### config.mk
export PLATFORM = sky130hd
export DESIGN_NAME = vector_condition_unit
export DESIGN_NICKNAME = d
export VERILOG_FILES = /design/src/rtl/vector_condition_unit.sv
export SDC_FILE = /design/constraint.sdc
export NUM_CORES = 1
export LEC_CHECK = 0
export CORE_ASPECT_RATIO = 1.5
export CORE_MARGIN = 2
export CORE_UTILIZATION = 45
export DETAILED_ROUTE_END_ITERATION = 16
export PLACE_DENSITY = 0.89
export SLEW_MARGIN = 20
export SYNTH_ARGS = -nofsm -noshare
export SYNTH_HDL_FRONTEND = slang
export SYNTH_SLANG_ARGS = --single-unit
### constraint.sdc
create_clock -name clk -period 2.7 [get_ports clk]
set_input_delay 0.54 -clock clk [delete_from_list [all_inputs] [get_ports clk]]
set_output_delay 0.54 -clock clk [all_outputs]
set_load 0.05 [all_outputs]
### src/rtl/vector_condition_unit.sv
// vector_condition_unit
// Execute-stage conditional-execution unit. Holds per-lane NZCV flags,
// evaluates the 4-bit condition code against them, produces the scalar
// execute-enable and per-lane predicate, gates the decode controls and
// updates the flags under condition. A sticky illegal-condition bit and a
// saturating squash counter are kept for debug/performance visibility.
// Flag nibble packing per lane is {V,C,Z,N} with N at bit 0.
module vector_condition_unit #(
    parameter int LANES = 4,
    parameter int CNT_W = 16
) (
    input  logic                 clk,
    input  logic                 rst,
    input  logic                 ValidE,
    input  logic                 StallE,
    input  logic                 FlushE,
    input  logic                 VecE,
    input  logic [3:0]           CondE,
    input  logic [1:0]           FlagWriteE,
    input  logic [4*LANES-1:0]   ALUFlagsE,
    input  logic                 PCSrcE,
    input  logic                 RegWriteE,
    input  logic                 MemWriteE,
    output logic                 CondExE,
    output logic [LANES-1:0]     LaneMaskE,
    output logic                 PCSrcG,
    output logic                 RegWriteG,
    output logic                 MemWriteG,
    output logic [4*LANES-1:0]   FlagsQ,
    output logic                 IllegalCond,
    output logic [CNT_W-1:0]     SquashCount
);

    logic [4*LANES-1:0] r_flags;
    logic               r_illegal;
    logic [CNT_W-1:0]   r_squash;

    logic               w_live;
    logic [LANES-1:0]   w_lane_pass;
    logic [LANES-1:0]   w_mask;
    logic               w_cex;
    logic [LANES-1:0]   w_lane_we;
    logic               w_commit;

    // Condition pass function on one lane's stored flags; 1111 never passes.
    function automatic logic cond_pass(input logic [3:0] cond, input logic [3:0] f);
        logic n, z, c, v;
        n = f[0];
        z = f[1];
        c = f[2];
        v = f[3];
        case (cond)
            4'b0000: cond_pass = z;
            4'b0001: cond_pass = ~z;
            4'b0010: cond_pass = c;
            4'b0011: cond_pass = ~c;
            4'b0100: cond_pass = n;
            4'b0101: cond_pass = ~n;
            4'b0110: cond_pass = v;
            4'b0111: cond_pass = ~v;
            4'b1000: cond_pass = c & ~z;
            4'b1001: cond_pass = ~c | z;
            4'b1010: cond_pass = ~(n ^ v);
            4'b1011: cond_pass = n ^ v;
            4'b1100: cond_pass = ~z & ~(n ^ v);
            4'b1101: cond_pass = z | (n ^ v);
            4'b1110: cond_pass = 1'b1;
            default: cond_pass = 1'b0;
        endcase
    endfunction

    // Per-lane condition evaluation against pre-update (stored) flags.
    always_comb begin
        w_lane_pass = '0;
        for (int i = 0; i < LANES; i++) begin
            w_lane_pass[i] = cond_pass(CondE, r_flags[4*i +: 4]);
        end
    end

    // Execute-enable, lane predicate and per-lane flag write enables.
    always_comb begin
        w_live    = ValidE & ~FlushE;
        w_commit  = w_live & ~StallE;
        w_mask    = '0;
        w_cex     = 1'b0;
        w_lane_we = '0;
        if (VecE) begin
            w_mask = {LANES{w_live}} & w_lane_pass;
            w_cex  = &w_mask;
        end else begin
            w_cex  = w_live & w_lane_pass[0];
            w_mask = {LANES{w_cex}};
        end
        for (int i = 0; i < LANES; i++) begin
            if (VecE) begin
                w_lane_we[i] = w_mask[i];
            end else if (i == 0) begin
                w_lane_we[i] = w_cex;
            end
        end
    end

    // Gated decode controls; the register file applies the lane mask itself.
    always_comb begin
        CondExE   = w_cex;
        LaneMaskE = w_mask;
        RegWriteG = RegWriteE & (VecE ? |w_mask : w_cex);
        MemWriteG = MemWriteE & w_cex;
        PCSrcG    = PCSrcE & w_cex;
    end

    // Conditional flag update: N,Z and C,V halves are written independently.
    always_ff @(posedge clk or negedge rst) begin
        if (!rst) begin
            r_flags <= '0;
        end else if (!StallE) begin
            for (int i = 0; i < LANES; i++) begin
                if (w_lane_we[i]) begin
                    if (FlagWriteE[1]) r_flags[4*i +: 2]     <= ALUFlagsE[4*i +: 2];
                    if (FlagWriteE[0]) r_flags[4*i + 2 +: 2] <= ALUFlagsE[4*i + 2 +: 2];
                end
            end
        end
    end

    // Sticky illegal-condition indicator, cleared only by reset.
    always_ff @(posedge clk or negedge rst) begin
        if (!rst) begin
            r_illegal <= 1'b0;
        end else if (w_commit && (CondE == 4'b1111)) begin
            r_illegal <= 1'b1;
        end
    end

    // Saturating count of committed instructions whose condition failed.
    always_ff @(posedge clk or negedge rst) begin
        if (!rst) begin
            r_squash <= '0;
        end else if (w_commit && !w_cex && (r_squash != {CNT_W{1'b1}})) begin
            r_squash <= r_squash + CNT_W'(1);
        end
    end

    assign FlagsQ      = r_flags;
    assign IllegalCond = r_illegal;
    assign SquashCount = r_squash;

endmodule

==> results.md <==
* WHS at 0.499 ns
* Design Area, Final at 4370 sq um
* HP Class: reg2reg
* DRC viols at 0
* Peak supply drop at 0.575 mV
* Synth cell count leaders: dfrtp_1, nand2_1, xor2_1
* Mapped Area at 2430 sq um
* Critical path arrival at 2.86 ns
* Total die area at 6010 sq um
* Largest net degree at the start of global routing at 34
* Fmax at 294 MHz
* Worst path slowest cell: o211ai_1
* GRT Overall Usage at 0.315
* Met2 WL post-DR at 5610 um
* Post-Route WL at 11,000 um
* MaxCap Viol Count at 0
* Grt ovf at 0
* Initial Utilization at 0.470
* Global-route wire length before repair at 14,500 um
* Clock Path Buffers at 2
* Hold_buf cts at 0
* Crit-path max FO at 4
* # rows at 32
* Area leader, netlist: dfrtp_1
* Slew @ Worst Pin at 0.671 ns
* Met3 wire len at 745 um
* # setup viols final at 27
* Fillers at 245
* Top Layer Used: met4
* Crit end category: output port
* Crit path max-delay family: compound AO/OA/AOI/OAI gates
* Sw power at 1.27 mW
* Failing checks: negative setup slack
* Boundary Pins at 72
* Rel. slew slack at 0.552
* HPWL after DPL at 5450 um
* DP Area at 3590 sq um
* Clk sinks at 33
* Via count at 2,847
* Crit path cell chain: xnor2_2 -> mux2i_1 -> o211ai_1 -> nand4_1 -> nand3_1 -> nand2_1 -> o31a_2 -> buf_8
* EDFF count, synth at 0
* H-tree levels at 2
* Sequential Power Share at 0.293
* Worst setup SP type: register
* Critical path's largest stage delay at 0.55 ns
* Mean Syn Cell Area at 9.91 sq um
* FF-to-FF path depth at 12
* Wire per inst at 24.3 um
* Met1 WL at 3830 um
* P_int at 1.44 mW
* Synth top area share at 0.340
* Syn Inst Count at 245
* Req. time, crit path at 2.16 ns
* Leakage power at 1.89 nW
* Final worst path period share at 1.26
* Pwr/cell area at 621 nW/um^2
* Async SR Flop Fraction at 1.00
* Root Buffer: clkbuf_8
* Register area share after synthesis at 0.340
* Synth warn at 0
* Chip Width at 64.0 um
* Synth Net Count at 277
* Core area at 5160 sq um
* Most used DFF post-synth: dfrtp_1
* Port Buffer Count at 71
* Status: finished with violations
* Starting DRT DRC Count at 205
* Via-to-Cell Ratio at 6.27
* Clk_skew at 0.00943 ns
* Ranking of synthesized cells by area: dfrtp_1, xor2_1, mux2_1
* Fin. max-slew vios at 0
* Synthesized flop and latch total at 33
* Drt first pass iters at 5
* Die H at 94.0 um
* Nets at 417
* Hold path depth at 1
* Minimum clock period at 3.40 ns
* Routability Congestion at 0.940
* Final hold vios at 0
* Area Growth Syn to Fin at 79.8%
* Count leader, synth: dfrtp_1
* Initial antenna violation count at 0
* Critical path depth at 8
* Switching Share at 0.467
* Clk pwr share at 0.140
* Vias in the first global route at 2,924
* Diodes inserted at 0
* CTS tree: done
* Clk_lat worst skew at 0.29 ns
* Total power at 2.71 mW
* Buf+Inv Stages, Crit Path at 1
* Yosys cell types at 65
* CP Class: reg2out
* Worst setup margin at -0.700 ns
* Comb pwr share at 0.567
* Clock slew at reported path FFs at 0.08 ns
* RSZ-0062 raised after global routing: true
* Antenna Nets Post-Route at 0
* CTS Buf Count at 5
* Layout cell share with drive strength beyond 1 at 0.453
## what timing repair did
item	in CTS	in global routing
endpoints found under the setup margin	30	28
gates resized for setup	66	37
gates cloned	5	1
buffers inserted	18	10
pin swaps	27	24
## worst register-to-register path: cells and delay by family, from the launching register on
family	cells	cell delay [ns]
xor gates and xnor gates	2	0.33
buffers and inverters	5	0.76
and+or+nand+nor	2	0.62
DFF	1	0.45
muxes	1	0.21
AOI/OAI and AO/OA	2	0.72
## logic make-up after synthesis
kind of cell               count (synthesis)  synth area share
adders and majority gates                  1           0.00515
muxes                                     23             0.104
DFF                                       33             0.340
xor gates and xnor gates                  21            0.0757
buffers and inverters                     22            0.0479
AOI/OAI and AO/OA                         44             0.159
and+or+nand+nor                          101             0.269
## sequential cells by signal, indices dropped and copies added (netlist names)
name and cells:
SquashCount 16, FlagsQ 16, IllegalCond 1
## cell type report
cell class,count,area (sq um),area share
Clock inverter,2,10.0,0.00229
Sequential cell,33,836,0.191
Multi-Input combinational cell,190,1780,0.408
Timing Repair Buffer,146,1540,0.354
Inverter,9,36.3,0.00831
Clock buffer,6,72.6,0.0166
Tap cell,68,85.1,0.0195
## worst paths after layout
check,startpoint,slack (ns),to
min in group asynchronous,rst,0.67,FlagsQ[10]
worst max register to register,FlagsQ[4],-0.46,SquashCount[5]
max in group asynchronous,rst,1.69,FlagsQ[12]
worst max-delay path,FlagsQ[4],-0.70,RegWriteG
worst min-delay path,SquashCount[14],0.50,SquashCount[14]
worst min register to register,SquashCount[14],0.50,SquashCount[14]
## placed cells by master (no fill, tap or decap), drive strengths merged, types with 5 or more instances in the layout
cell and count:
buf 85, clkdlybuf4s50 59, dfrtp 33, nand2 21
xor2 17, mux2 17, nor2 10, nor3 9
inv 9, nand3 8, clkbuf 7, o21ai 7
nor2b 6, mux2i 6, nand4 5, nand2b 5
and3 5, and2 5
## power by group through the flow
| stage | Combinational (mW) | Sequential [mW] | Clock, mW |
|---|---|---|---|
| finish | 1.54 | 0.794 | 0.380 |
| global route | 1.59 | 0.802 | 0.404 |
| CTS | 1.38 | 0.766 | 0.371 |
| detailed placement | 1.23 | 0.775 | 0 |
| global placement | 1.20 | 0.771 | 0 |
| floorplan | 0.401 | 1.13 | 0 |
## per-layer routing
| layer | vias to the layer above | GRT usage |
|---|---|---|
| met5 | - | 0 |
| met4 | 0 | 0.208 |
| met3 | 79 | 0.0588 |
| met2 | 214 | 0.572 |
| met1 | 1370 | 0.323 |
| li1 | 1184 | - |
## metrics by stage
| step | setup slack, ns | instances | utilization | setup TNS [ns] |
|---|---|---|---|---|
| floorplan | -0.229 | 245 | - | -0.458 |
| global placement | -0.533 | 413 | 0.695 | -10.84 |
| detailed placement | -0.595 | 413 | 0.695 | -12.81 |
| CTS | -0.119 | 444 | 0.799 | -0.519 |
| global route | -0.808 | 454 | 0.845 | -13.93 |
| finish | -0.700 | 454 | 0.845 | -10.43 |
Power figures use the tool's default switching activity.
